$ cat src/rtl/branch_predict_resolve_pkg.sv
// branch_predict_resolve_pkg: branch opcode encodings, PHT counter constants and saturating update
package branch_predict_resolve_pkg;
  localparam logic [7:0] EXE_BEQ_OP    = 8'b01010001;
  localparam logic [7:0] EXE_BNE_OP    = 8'b01010010;
  localparam logic [7:0] EXE_BGTZ_OP   = 8'b01010100;
  localparam logic [7:0] EXE_BLEZ_OP   = 8'b01010011;
  localparam logic [7:0] EXE_BLTZ_OP   = 8'b01000000;
  localparam logic [7:0] EXE_BLTZAL_OP = 8'b01001010;
  localparam logic [7:0] EXE_BGEZ_OP   = 8'b01000001;
  localparam logic [7:0] EXE_BGEZAL_OP = 8'b01001011;
  localparam logic [7:0] EXE_ADD_OP    = 8'b00100000;
  localparam logic [1:0] CNT_WNT = 2'b01;
  localparam logic [1:0] CNT_MAX = 2'b11;
  function automatic logic [1:0] cnt_update(input logic [1:0] c, input logic t);
    return t ? ((c == CNT_MAX) ? c : c + 2'd1) : ((c == 2'b00) ? c : c - 2'd1);
  endfunction
endpackage

$ cat src/rtl/branch_cond_eval.sv
// branch_cond_eval: combinational branch condition evaluator, signed compares on the operand MSB
module branch_cond_eval
  import branch_predict_resolve_pkg::*;
#(
  parameter int DATA_W = 32,
  parameter int OP_W   = 8
) (
  input  logic [OP_W-1:0]   op_i,
  input  logic [DATA_W-1:0] srca_i,
  input  logic [DATA_W-1:0] srcb_i,
  output logic              is_branch_o,
  output logic              take_o
);
  logic neg, zero;
  assign neg  = srca_i[DATA_W-1];
  assign zero = srca_i == '0;
  always_comb begin
    is_branch_o = 1'b1;
    take_o      = 1'b0;
    case (op_i)
      OP_W'(EXE_BEQ_OP):                        take_o = srca_i == srcb_i;
      OP_W'(EXE_BNE_OP):                        take_o = srca_i != srcb_i;
      OP_W'(EXE_BGTZ_OP):                       take_o = !neg && !zero;
      OP_W'(EXE_BLEZ_OP):                       take_o = neg || zero;
      OP_W'(EXE_BLTZ_OP), OP_W'(EXE_BLTZAL_OP): take_o = neg;
      OP_W'(EXE_BGEZ_OP), OP_W'(EXE_BGEZAL_OP): take_o = !neg;
      default:                                  is_branch_o = 1'b0;
    endcase
  end
endmodule

$ cat src/rtl/branch_predict_resolve.sv
// branch_predict_resolve: gshare predictor (lookup) plus EX branch resolve, PHT training and GHR repair
// Optional statistics counters enabled by BRANCH_STATS_EN.
module branch_predict_resolve
  import branch_predict_resolve_pkg::*;
#(
  parameter int DATA_W    = 32,
  parameter int PHT_DEPTH = 256,
  parameter int GHR_W     = 8,
  parameter int OP_W      = 8
) (
  input  logic              clk,
  input  logic              resetn,
  input  logic              lookup_valid_i,
  input  logic [31:0]       lookup_pc_i,
  output logic              pred_valid_o,
  output logic              pred_taken_o,
  output logic [GHR_W-1:0]  pred_ghr_o,
  input  logic              resolve_valid_i,
  input  logic [OP_W-1:0]   resolve_op_i,
  input  logic [31:0]       resolve_pc_i,
  input  logic              resolve_pred_i,
  input  logic [GHR_W-1:0]  resolve_ghr_i,
  input  logic [DATA_W-1:0] srca_i,
  input  logic [DATA_W-1:0] srcb_i,
  output logic              branch_take_o,
  output logic              mispredict_o,
  output logic              actual_taken_o,
  output logic [GHR_W-1:0]  ghr_o,
  output logic [31:0]       stat_branches_o,
  output logic [31:0]       stat_mispredicts_o
);
  localparam int IDX_W = $clog2(PHT_DEPTH);
  logic [1:0] pht_q [PHT_DEPTH];
  logic [1:0] pht_d [PHT_DEPTH];
  logic [GHR_W-1:0] ghr_q, ghr_d, pred_ghr_q, pred_ghr_d;
  logic pred_valid_q, pred_valid_d, pred_taken_q, pred_taken_d;
  logic mispredict_q, mispredict_d, actual_q, actual_d;
  logic [IDX_W-1:0] lidx, ridx;
  logic is_br, rv_br, lk_bit;
  logic unused_pc;
  branch_cond_eval #(.DATA_W(DATA_W), .OP_W(OP_W)) u_eval (
    .op_i(resolve_op_i), .srca_i(srca_i), .srcb_i(srcb_i),
    .is_branch_o(is_br), .take_o(branch_take_o)
  );
  assign unused_pc = ^{lookup_pc_i[31:IDX_W+2], lookup_pc_i[1:0], resolve_pc_i[31:IDX_W+2], resolve_pc_i[1:0]};
  assign lidx   = lookup_pc_i[IDX_W+1:2] ^ IDX_W'(ghr_q);
  assign ridx   = resolve_pc_i[IDX_W+1:2] ^ IDX_W'(resolve_ghr_i);
  assign lk_bit = pht_q[lidx][1];
  assign rv_br  = resolve_valid_i & is_br;
  // Read uses pht_q, so a same-cycle resolve to the same index is seen only next cycle.
  always_comb begin
    pht_d = pht_q;
    if (rv_br) pht_d[ridx] = cnt_update(pht_q[ridx], branch_take_o);
    pred_valid_d = lookup_valid_i;
    pred_taken_d = lookup_valid_i & lk_bit;
    pred_ghr_d   = lookup_valid_i ? ghr_q : '0;
    mispredict_d = rv_br & (branch_take_o != resolve_pred_i);
    actual_d     = rv_br & branch_take_o;
    ghr_d        = mispredict_d   ? {resolve_ghr_i[GHR_W-2:0], branch_take_o} :
                   lookup_valid_i ? {ghr_q[GHR_W-2:0], lk_bit} : ghr_q;
  end
  always_ff @(posedge clk or negedge resetn) begin
    if (!resetn) begin
      for (int i = 0; i < PHT_DEPTH; i++) pht_q[i] <= CNT_WNT;
      ghr_q        <= '0;
      pred_valid_q <= 1'b0;
      pred_taken_q <= 1'b0;
      pred_ghr_q   <= '0;
      mispredict_q <= 1'b0;
      actual_q     <= 1'b0;
    end else begin
      pht_q        <= pht_d;
      ghr_q        <= ghr_d;
      pred_valid_q <= pred_valid_d;
      pred_taken_q <= pred_taken_d;
      pred_ghr_q   <= pred_ghr_d;
      mispredict_q <= mispredict_d;
      actual_q     <= actual_d;
    end
  end
  assign pred_valid_o   = pred_valid_q;
  assign pred_taken_o   = pred_taken_q;
  assign pred_ghr_o     = pred_ghr_q;
  assign mispredict_o   = mispredict_q;
  assign actual_taken_o = actual_q;
  assign ghr_o          = ghr_q;
`ifdef BRANCH_STATS_EN
  logic [31:0] stat_br_q, stat_br_d, stat_mp_q, stat_mp_d;
  always_comb begin
    stat_br_d = (rv_br && stat_br_q != '1) ? stat_br_q + 32'd1 : stat_br_q;
    stat_mp_d = (mispredict_d && stat_mp_q != '1) ? stat_mp_q + 32'd1 : stat_mp_q;
  end
  always_ff @(posedge clk or negedge resetn) begin
    if (!resetn) begin
      stat_br_q <= '0;
      stat_mp_q <= '0;
    end else begin
      stat_br_q <= stat_br_d;
      stat_mp_q <= stat_mp_d;
    end
  end
  assign stat_branches_o    = stat_br_q;
  assign stat_mispredicts_o = stat_mp_q;
`else
  assign stat_branches_o    = '0;
  assign stat_mispredicts_o = '0;
`endif
endmodule

$ cat config.mk
export PLATFORM = sky130hd
export DESIGN_NAME = branch_predict_resolve
export DESIGN_NICKNAME = d
export VERILOG_FILES = /design/src/rtl/branch_predict_resolve_pkg.sv /design/src/rtl/branch_cond_eval.sv /design/src/rtl/branch_predict_resolve.sv
export SDC_FILE = /design/constraint.sdc
export NUM_CORES = 1
export LEC_CHECK = 0
export BUFFER_PORTS_ARGS = -buffer_cell sky130_fd_sc_hd__clkbuf_2
export CELL_PAD_IN_SITES_DETAIL_PLACEMENT = 1
export CELL_PAD_IN_SITES_GLOBAL_PLACEMENT = 2
export CORE_MARGIN = 5
export CORE_UTILIZATION = 43
export CTS_CLUSTER_SIZE = 8
export DETAILED_ROUTE_END_ITERATION = 7
export PLACE_DENSITY = 0.94
export SLEW_MARGIN = 10
export SYNTH_ARGS = -nofsm -noshare
export SYNTH_HDL_FRONTEND = slang
export SYNTH_HIERARCHICAL = 1
export SYNTH_SLANG_ARGS = --single-unit
$ cat constraint.sdc
create_clock -name clk -period 5.7 [get_ports clk]
set_input_delay 0.57 -clock clk [delete_from_list [all_inputs] [get_ports clk]]
set_output_delay 0.57 -clock clk [all_outputs]
set_load 0.005 [all_outputs]
# Word level (Yosys, flattened, before mapping)
# Cells that the tools add are included.
# totals
reg_bits	532
input_bits	149
out_inout_bits	85
elab_cells	315
# op_classes
addsub	2
order_cmp	3
n_eq_ne	12
muxes	17
bitwise_logic	8
n_reduce_logical	11
# op_table
op	n
$bwmux 512	1
$eq 8x7->1 const B	8
$bmux 2 s8	2
$eq 32x32->1	1
$logic_not 32->1	1
$ne 32x32->1	1
$mux 8	3
$ge 9x9->1 const B	2
$not 8->9	2
$demux 2 s8	1
$mux 2	8
$xor 8x8->8	2
$lt 9x1->1 const B	1
$reduce_or 8->1	1
$pmux 1 s6	1
$and 1x1->1	4
$reduce_or 2->1	2
$add 2x1->2 const B	1
$eq 2x2->1 const B	1
$logic_and 1x1->1	2
$logic_not 1->1	2
$logic_not 2->1	1
$reduce_bool 2->1	1
$sub 2x1->2 const B	1
other kinds (3)	3

# Logic depth before layout (Yosys ltp)
# Gate-level depths: netlist (run 1).
# depth
word_depth	9
depth_mapped	13
ltp_nobuf	12

# By module
# The synthesis (run 1) kept the hierarchy.
# modules_own_cells
mod	n_inst	cells_per_inst	area_each_um2	seq_area_each_um2
branch_predict_resolve	1	2648	27647.8	13633.1
branch_cond_eval	1	77	595.6	0.0

# Least setup slack after synthesis (run 1)
# OpenSTA, ideal clock, no wires.
# synth_path
path_kind	input to register
startpoint	input port resolve_ghr_i[0]
endpoint	register pht_q[257] in the netlist's numbering
setup_time_ns	0.135
arrival_ns	3.449
required_ns	5.565
path_slack_ns	2.116
stages	12
path_buffers	4
cell_sequence	xor2_1 > buf_2 > buf_2 > mux4_2 > a22oi_1 > a21oi_1 > o31ai_1 > nand2_1 > o31ai_2 > buf_2 > buf_2 > a31oi_1
# synth_via
elab_chain_len	9
elab_cells_between_ends	18
cone_classes	add/sub (2); order compare (2); eq/ne (1); mux (9); bitwise (2); reduce/logical (2)
# synth_rtl
item	line	text
from (decl)	branch_predict_resolve.sv:22	input logic [GHR_W-1:0] resolve_ghr_i,
$xor 8x8->8 (*)	branch_predict_resolve.sv:47	assign ridx = resolve_pc_i[IDX_W+1:2] ^ IDX_W'(resolve_ghr_i);
$not 8->9 (not written as such) (*)	branch_predict_resolve.sv:53	if (rv_br) pht_d[ridx] = cnt_update(pht_q[ridx], branch_take_o);
$bmux 2 s8	branch_predict_resolve.sv:53	
$mux 2 (not written as such) (2 in a row)	branch_predict_resolve.sv:53	
$sub 2x1->2, or another cell as far along	branch_predict_resolve_pkg.sv:15	return t ? ((c == CNT_MAX) ? c : c + 2'd1) : ((c == 2'b00) ? c : c - 2'd1);
$mux 2 (2 in a row)	branch_predict_resolve_pkg.sv:15	
$bwmux 512 (*)	branch_predict_resolve.sv:53	
to (signal assigned)	branch_predict_resolve.sv:72	pht_q <= pht_d;
to (decl)	branch_predict_resolve.sv:33	logic [1:0] pht_q [PHT_DEPTH];
# Every way passes the cells marked *; elsewhere a longest branch is shown, timed or not. The select of a mux whose other input is x is not followed.
# A chain may end at the register's enable or synchronous reset.

# Worst setup path after layout (run 1)
# layout_path
startpoint	register ghr_q[1], in the netlist ghr_o[1]
endpoint	register ghr_q[0], in the netlist ghr_o[0]
# layout_via
elab_chain_len	7
# layout_rtl
item	line	text
from (decl)	branch_predict_resolve.sv:35	logic [GHR_W-1:0] ghr_q, ghr_d, pred_ghr_q, pred_ghr_d;
from (signal assigned)	branch_predict_resolve.sv:73	ghr_q <= ghr_d;
$xor 8x8->8	branch_predict_resolve.sv:46	assign lidx = lookup_pc_i[IDX_W+1:2] ^ IDX_W'(ghr_q);
$not 8->9 (not written as such)	branch_predict_resolve.sv:48	assign lk_bit = pht_q[lidx][1];
$bmux 2 s8	branch_predict_resolve.sv:48	
$mux 2 (not written as such) (2 in a row)	branch_predict_resolve.sv:48	
$mux 8	branch_predict_resolve.sv:60	lookup_valid_i ? {ghr_q[GHR_W-2:0], lk_bit} : ghr_q;
$mux 8	branch_predict_resolve.sv:59	ghr_d = mispredict_d ? {resolve_ghr_i[GHR_W-2:0], branch_take_o} :
# Every way passes these cells. The select of a mux whose other input is x is not followed.

==> flow_summary.yaml, run 1 <==
routing:
  drc_errors: 0
  ant_nets: 0
  dr.pass1.iters: 6
  routed_wl_mm: 102
  num_vias: 24033
  drt_first_iter_violations: 2344
  vias_per_cell: 6.47
  drt-wirelength-per-cell_um: 27.5
setup_path:
  crit_required_ns: 6.18
  cp_slowest_cell: "buf_4"
  r2r-start: "ghr_o[1]"
  path_cells: "xor2_4, buf_4, mux4_2, mux4_2, nand2_1, nand4_1, and4_1, a211oi_1, a211oi_1"
  worst-r2r-setup-slack_ns: 1.42
  r2r_cells: 9
  crit_family: "multiplexers"
  critPathCaptureType: "flop"
  arrival_ns: 4.77
  cp_num_buf_inv: 1
  crit_type: "reg -> reg"
  worstReg2RegEnd: "ghr_o[0]"
  crit_fanout: 47
  worstSetupStartpointType: "flop"
  cp_slowest_stage_delay_ns: 0.90
global_routing:
  grt_usage_pct: 28.2
  overflow: 0
  first_global_vias: 26068
  grt_max_degree: 185
  antenna_found_initial: 0
  grt_first_pass_wirelength_mm: 156
logic_synthesis:
  syn_inst: 2725
  netlist_area_mm2: 0.0282
  synth-edff-count: 0
  yosysWarningCount: 6
  ys_types: 50
  syn_area_per_cell_um2: 10.4
  ys_seq_area_share_pct: 48.3
  synth_flop_cell: "dfrtp_1"
  synth_seq_cells: 532
  synth-async-reset-ratio_pct: 100
placement:
  hpwl_mm: 63.8
  port-buffer-count: 121
  place_congestion: 1.02
clock_network:
  clockBufferDepth: 3
  numCtsBuffers: 76
  worstSkewPairLatency_ns: 0.63
  post_cts_resized: 0
  cts_sinks: 532
  cts_tree: "built"
  postCtsSetupBuffers: 0
  cts_root_buf: "clkbuf_16"
  hold_buffers: 0
  clkSlewWorstSetupHoldPaths_ns: 0.05
  h-tree-depth: 3
cells_and_area:
  areaGrowthSynthToFinish_pct: 13.2
  final_cell_mix: "nor2_1 (790), a31oi_1 (513), dfrtp_1 (276)"
  final_nets: 2940
  fin_util_pct: 48.8
  layout_commonest_cell: "nor2_1"
  drive_gt1_share_pct: 26.2
  num_antenna_cells: 0
die:
  die_area_mm2: 0.0709
  die_y_um: 266
  die_w_um: 266
  num_rows: 94
  core_mm2: 0.0655
  io_pins: 234
  start_util_pct: 43.1
sta:
  finalSetupViolCount: 0
  rsz0062_at_grt: "false"
  tightest_slew_ns: 1.17
  finalSetupTns_ns: 0
  slew_headroom_pct: 21.5
  slew_viol_final: 0
  fin_crit_sh_pct: 75.1
  min_period_ns: 4.28
  hold_slack_ns: 0.0843
  finalHoldViolCount: 0
  max_clock_freq_mhz: 233
  skew_ns: 0.0358
pwr:
  vdd_drop_max_mv: 0.206
  finalPower_mw: 9.53
  power.leakage_nw: 12.3
  power.density_mw_per_mm2: 298
run:
  cap_violations: 0
outcome:
  outcome: "finished, final reports clean"
hold_path:
  min_path_type: "in -> async"
## sequential cells by signal, summed over array words and instances, names as in the netlist
| name | flops |
|---|---|
| ghr_o | 8 |
| actual_taken_o | 1 |
| pht_q | 512 |
| mispredict_o | 1 |
| pred_ghr_o | 8 |
| pred_taken_o | 1 |
| pred_valid_o | 1 |
## synth_stat cells (all sizes together), types with 11 or more instances
cell type | number | area [µm²]
xor2 | 48 | 435
nand2 | 185 | 694
and2 | 12 | 75.1
buf | 169 | 1110
nor2 | 794 | 2980
o21ai | 11 | 55.1
xnor2 | 15 | 131
dfstp | 256 | 6730
a31oi | 513 | 3210
a41oi | 29 | 254
mux4 | 198 | 4460
a21oi | 18 | 90.1
dfrtp | 276 | 6910
a22oi | 15 | 113
clkbuf | 96 | 360
nor4 | 18 | 125
nand3 | 13 | 65.1
## worst register-to-register path, stage by stage, from the launching register on
cell and delay, ns:
dfrtp_1 0.49, xor2_4 0.53, buf_4 0.90, mux4_2 0.77, mux4_2 0.55, nand2_1 0.10, nand4_1 0.19, and4_1 0.31
a211oi_1 0.24, a211oi_1 0.08
## cell type report
class / instances / area, µm²
well taps: 864 / 1080
inverters: 4 / 15.0
clock inverters: 6 / 81.3
multi-input cells: 1987 / 13500
flip-flops and latches: 532 / 13600
clock buffers: 130 / 2150
fillers: 7083 / 33500
repair buffers: 190 / 1480
## routing by layer
metal	GRT usage (%)	share of wire [%]
met1	35.0	38
met2	46.7	48
met3	5.88	8.5
met4	14.5	5.6
met5	0	0
## power breakdown
group          switching [mW]  leakage [nW]  internal [mW]
Combinational           0.875          4.79          0.421
Sequential             0.0587          6.49           3.85
Clock                    1.74          1.06           2.59
## kinds of logic (layout without fill, tap and decap cells)
family	Yosys count	count (layout)	share of synthesized area, %
compound gates	613	613	14.0
simple gates	1042	1042	14.4
buf+inv	269	330	5.25
mux	205	205	16.0
xor+xnor	63	63	2.01
other cells	1	64	0.0133
flops	532	532	48.3
## metrics by stage
stage                     instances  setup slack, ns  area [µm²]
after floorplan                2788             2.12       28500
after global placement         3577            0.955       29800
after detailed placement       3577            0.923       29800
after CTS                      3713             1.49       32000
after global routing           3713             1.32       32000
final                          3713             1.42       32000
## how the worst max path moves through the flow
stage                          start         end  slack, ns  depth (start not counted)
floorplan           resolve_ghr_i[0]  pht_q[257]       2.12                         12
global placement    resolve_ghr_i[0]   pht_q[85]       0.95                         12
detailed placement  resolve_ghr_i[0]   pht_q[85]       0.92                         12
CTS                         ghr_o[1]    ghr_o[0]       1.49                          9
global route        resolve_ghr_i[1]   pht_q[81]       1.32                         12
finish                      ghr_o[1]    ghr_o[0]       1.42                          9
Power figures use the tool's default switching activity.
==> run 2: changes to the inputs <==
- CORE_UTILIZATION: 43 -> 40
- PLACE_DENSITY: 0.94 -> 0.89
- clock period: 5.7 -> 4.1 ns (I/O delays scaled with it)
==> run 2 against run 1 <==
Net effect:
- via count is 2.7% higher
- setup slack worse by 1.1 ns
- first-iteration DRC count is 12% lower
- non-clock buffer count is 192 higher
- utilization is 0.48 points lower
- die area is 7.2% higher
- worst hold slack worse by 0.040 ns
- flip-flop and latch count stayed put
- register-to-register slack worse by 1.1 ns
- clock power is 38% higher
- clock skew is 0.011 ns lower
- total power is 40% higher
- critical path type unchanged
- largest cell class unchanged
==> flow_summary.yaml, run 2 (synthesis results as in run 1) <==
sta:
  finalSetupViolCount: 0
  hold_slack_ns: 0.0444
  skew_ns: 0.0248
  fin_crit_sh_pct: 91.7
  rsz0062_at_grt: "false"
  finalSetupTns_ns: 0
  fin_ws_ns: 0.338
  min_period_ns: 3.76
  tightest_slew_ns: 1.16
  slew_headroom_pct: 22.2
  slew_viol_final: 0
  finalHoldViolCount: 0
  max_clock_freq_mhz: 266
routing:
  drc_errors: 0
  drt_first_iter_violations: 2069
  num_vias: 24688
  routed_wl_mm: 106
  drt-wirelength-per-cell_um: 26.7
  ant_nets: 0
  dr.pass1.iters: 5
  vias_per_cell: 6.19
pwr:
  power.density_mw_per_mm2: 394
  pwr-share-clk_pct: 44.7
  p_seq_share_pct: 40.7
  p_comb_share_pct: 14.6
  power.leakage_nw: 13.4
  p_sw_share_pct: 28.3
  finalPower_mw: 13.3
  p_switching_mw: 3.78
  vdd_drop_max_mv: 0.267
  p_int_mw: 9.55
cells_and_area:
  final_cell_mix: "nor2_1 (790), a31oi_1 (513), dfrtp_1 (276)"
  final_nets: 3132
  drive_gt1_share_pct: 30.8
  layout_commonest_cell: "nor2_1"
  areaGrowthSynthToFinish_pct: 19.9
  finalNonFillerCells: 3986
  largest_reg_flops: 512
  fill_cells: 7654
  largest_register: "pht_q"
outcome:
  outcome: "finished, final reports clean"
die:
  num_rows: 97
  die_y_um: 276
  die_area_mm2: 0.0760
  io_pins: 234
  core_mm2: 0.0700
  start_util_pct: 40.3
  die_w_um: 276
setup_path:
  cp_slowest_cell: "a211oi_1"
  cp_slowest_stage_delay_ns: 0.78
  path_cells: "xor2_4, buf_12, and2_1, a22oi_1, a211oi_1, a311oi_1, a211oi_1, a21oi_1, a211oi_1"
  worstSetupStartpointType: "flop"
  crit_required_ns: 4.61
  crit_type: "reg -> reg"
  arrival_ns: 4.27
  crit_fanout: 28
  crit_top_cell: "a211oi_1"
  critPathCaptureType: "flop"
clock_network:
  postCtsSetupBuffers: 0
  numCtsBuffers: 76
  cts_root_buf: "clkbuf_16"
  cts_sinks: 532
  worstSkewPairLatency_ns: 0.62
  clockBufferDepth: 3
  h-tree-depth: 3
  clkSlewWorstSetupHoldPaths_ns: 0.06
  cts_tree: "built"
global_routing:
  grt_max_degree: 104
  overflow: 0
  first_global_vias: 26654
  grt_first_pass_wirelength_mm: 162
  antenna_found_initial: 1
  grt_usage_pct: 27.6
placement:
  hpwl_mm: 69.6
  place_congestion: 0.858
  dp_slack_ns: 0.000658
  port-buffer-count: 121
  dp.cells: 3844
run:
  cap_violations: 0
hold_path:
  min_path_type: "in -> reg"
==> run 2: critical path, delay by kind of cell (launching register included) <==
kind / cells / cell delay, ns
flops: 1 / 0.49
simple gates: 1 / 0.39
buf+inv: 1 / 0.33
xor+xnor: 1 / 0.69
compound gates: 6 / 1.74
==> run 2: metal layers <==
layer  up-vias  global-route usage [%]  part of all wire, %
met3       337                    5.67                  8.3
met4         2                    14.0                  5.5
met1     12712                    34.6                   39
li1      10457                       -                    -
met5         -                       0               0.0066
met2      1180                    45.4                   48
==> run 2: path summary, 6_finish.rpt <==
kind | start | end | slack (ns) | depth (start not counted)
worst min register to register | pht_q[360] | pht_q[360] | 0.50 | 2
worst min-delay path | resolve_ghr_i[6] | ghr_o[7] | 0.04 | 3
max in group asynchronous | resetn | pht_q[209] | 2.50 | 3
worst max-delay path | ghr_o[2] | ghr_o[0] | 0.34 | 9
worst max register to register | ghr_o[2] | ghr_o[0] | 0.34 | 9
min in group asynchronous | resetn | pht_q[339] | 0.46 | 2
==> run 2: repair_timing <==
item | CTS | global route
hold buffers | 1 | 0
resized for setup | 0 | 0
endpoints found under the hold margin | 51 | 0
==> run 2: final cells by class <==
class / count / area, µm² / area share [%]
antenna: 2 / 5.00 / 0.0148
tap: 940 / 1180 / 3.47
multi-input combinational: 1987 / 13500 / 40.0
sequential: 532 / 13600 / 40.3
clock inverter: 6 / 63.8 / 0.188
clock buffer: 133 / 2140 / 6.31
inverter: 4 / 15.0 / 0.0444
timing repair buffer: 382 / 3280 / 9.68
==> run 2: power groups by stage <==
stage	Combinational, mW	Clock, mW	Sequential, mW
2_1_floorplan	1.04	0	5.48
3_3_place_gp	1.87	0	5.50
3_5_place_dp	1.91	0	5.51
4_1_cts	1.92	6.04	5.43
5_1_grt	2.02	6.28	5.43
6_report	1.94	5.96	5.43
==> run 2: per-stage QoR <==
stage	cell area [µm²]	util, %
final	33900	48.3
after global routing	33800	48.3
after CTS	33800	48.3
after detailed placement	31600	45.2
after global placement	31600	45.2
after floorplan	28500	-
==> run 3: changes to the inputs <==
- PLACE_DENSITY: 0.89 -> 0.84
- SYNTH_HIERARCHICAL: 1 -> default
==> run 3 against run 2 <==
Net effect:
- cell count down 2.6%
- critical path type is now in -> reg
- fmax rose by 4.8%
- non-clock buffer count down 72
- via count fell by 1.6%
- global-route usage is 1.6 points lower
- highest routed layer is now met4
- count of clock-buffer cells in the layout shrank 32
- wire length decreased by 3.0%
- clock power fell by 2%
- largest cell class is now multi-input gates
- critical path depth rose by 6
==> flow_summary.yaml, run 3 <==
logic_synthesis:
  ys_types: 59
  synth_most_common_cell: "nand2_1"
  syn_inst: 2785
  synth-edff-count: 0
  synth_area_leader_cell: "dfrtp_1"
  ys_seq_area_share_pct: 47.2
  syn_area_per_cell_um2: 10.4
  synth_flop_cell: "dfrtp_1"
  synth-async-reset-ratio_pct: 100
  yosys-top-cells-count: "nand2_1 (453), dfrtp_1 (276), a21oi_1 (267)"
  netlist_area_mm2: 0.0289
  synth_seq_cells: 532
  yosys-top-cells-area: "dfrtp_1 (24%), dfstp_2 (23%), mux4_2 (14%)"
  yosysTopAreaCellShare_pct: 23.9
  yosysWarningCount: 0
placement:
  place_congestion: 0.879
  dp.cells: 3776
  port-buffer-count: 121
  hpwl_mm: 66.8
die:
  io_pins: 234
  start_util_pct: 40.4
  core_mm2: 0.0715
  num_rows: 98
  die_area_mm2: 0.0776
  die_w_um: 279
  die_y_um: 279
routing:
  ant_nets: 0
  drt-wirelength-per-cell_um: 26.6
  num_vias: 24302
  vias_per_cell: 6.26
  dr.pass1.iters: 5
  routed_wl_mm: 103
  drc_errors: 0
  drt_first_iter_violations: 2346
hold_path:
  holdPathStages: 2
  min_path_type: "in -> reg"
  min_from: "resolve_ghr_i[4]"
  worstHoldEndpoint: "ghr_o[5]"
sta:
  tightest_slew_ns: 1.06
  slew_viol_final: 0
  slew_headroom_pct: 28.8
  min_period_ns: 3.59
  finalHoldViolCount: 0
  skew_ns: 0.0296
  max_clock_freq_mhz: 279
  finalSetupViolCount: 0
  rsz0062_at_grt: "false"
  fin_crit_sh_pct: 87.5
pwr:
  power.leakage_nw: 12.9
  vdd_drop_max_mv: 0.295
  finalPower_mw: 14.4
  power.density_mw_per_mm2: 429
clock_network:
  cts_root_buf: "clkbuf_16"
  h-tree-depth: 3
  post_cts_resized: 0
  cts_sinks: 532
  cts_tree: "built"
  postCtsSetupBuffers: 0
  worstSkewPairLatency_ns: 0.63
  clkSlewWorstSetupHoldPaths_ns: 0.05
  hold_buffers: 1
  clockBufferDepth: 3
  numCtsBuffers: 76
setup_path:
  worst-r2r-setup-slack_ns: 0.54
  crit_type: "in -> reg"
  r2r_cells: 11
  crit_top_cell: "buf_4"
  arrival_ns: 4.05
  cp_slowest_stage_delay_ns: 0.54
  crit_fanout: 90
  worstReg2RegEnd: "ghr_o[0]"
  critPathCaptureType: "flop"
  r2r-start: "ghr_o[0]"
  path_cells: "clkbuf_2, xnor2_2, buf_12, buf_4, mux4_2, nand3_1, nand2_1, nor4_1, buf_4, and4_1, a211oi_1, buf_4, a21oi_4, buf_12, a31oi_1"
  crit_start: "resolve_pc_i[2]"
  cp_slowest_cell: "mux4_2"
  worstSetupStartpointType: "input port"
  crit_required_ns: 4.56
cells_and_area:
  final_cell_mix: "nand2_1 (453), dfrtp_1 (276), a21oi_1 (266)"
  finalNonFillerCells: 3882
  drive_gt1_share_pct: 31.6
  areaGrowthSynthToFinish_pct: 16.4
  largest_register: "pht_q"
  fill_cells: 7769
  largest_reg_flops: 512
  final_nets: 3054
  layout_commonest_cell: "nand2_1"
  num_antenna_cells: 0
  fin_util_pct: 47.0
global_routing:
  grt_first_pass_wirelength_mm: 159
  grt_usage_pct: 25.9
  first_global_vias: 25710
  grt_max_degree: 133
  overflow: 0
  antenna_found_initial: 0
run:
  cap_violations: 0
outcome:
  outcome: "finished, final reports clean"
==> run 3: per-stage QoR <==
stage | cell area (µm²) | hold slack [ns] | setup TNS, ns | setup WS [ns]
floorplan | 29100 | 0.114 | 0 | 0.335
global placement | 31500 | 0.459 | -0.336 | -0.0177
detailed placement | 31500 | 0.467 | -1.46 | -0.0471
CTS | 33600 | 0.0861 | 0 | 0.566
global route | 33600 | 0.0954 | 0 | 0.339
finish | 33600 | 0.110 | 0 | 0.512
==> run 3: critical path: cells and delay by family <==
kind / cells / cell delay (ns)
multiplexers: 1 / 0.54
XOR/XNOR: 1 / 0.24
buffers and inverters: 6 / 1.31
AND/OR/NAND/NOR: 4 / 0.84
AO/OA/AOI/OAI: 3 / 0.54
==> run 3: kinds of logic after synthesis <==
group	after synthesis	synth area share, %
mux	219	15.8
compound gates	929	19.2
flops	532	47.2
buf+inv	336	5.54
other cells	1	0.0130
simple gates	703	10.1
xor+xnor	65	2.00
==> run 3: power breakdown <==
group / switching [mW] / internal, mW / leakage (nW) / total (mW)
Combinational: 2.05 / 1.10 / 5.44 / 3.15
Clock: 2.36 / 3.47 / 1.03 / 5.84
Sequential: 0.0893 / 5.35 / 6.48 / 5.44
Total: 4.50 / 9.92 / 12.9 / 14.4
==> run 3: cell type report <==
type,count,area [µm²],share of cell area (%)
clock buffers,101,2070,6.16
inverters,5,18.8,0.0559
well taps,950,1190,3.54
repair buffers,310,2470,7.37
clock inverters,4,50.0,0.149
multi-input cells,1980,14200,42.1
flip-flops and latches,532,13600,40.6
==> run 3: worst max-delay path by stage <==
stage          slack, ns    endpoint  depth (start not counted)
2_1_floorplan       0.33  pht_q[449]                         12
3_3_place_gp       -0.02   pht_q[19]                         15
3_5_place_dp       -0.05  pht_q[215]                         14
4_1_cts             0.57  pht_q[265]                         14
5_1_grt             0.34    ghr_o[0]                         11
6_report            0.51  pht_q[383]                         15
==> run 3: layer usage <==
metal  track usage (%)  share of wire, %  vias up
met1              34.6                41    12745
li1                  -                 -    10442
met3              4.96               6.9      205
met5                 0                 0        -
met2              43.0                49      910
met4              8.34               3.2        0
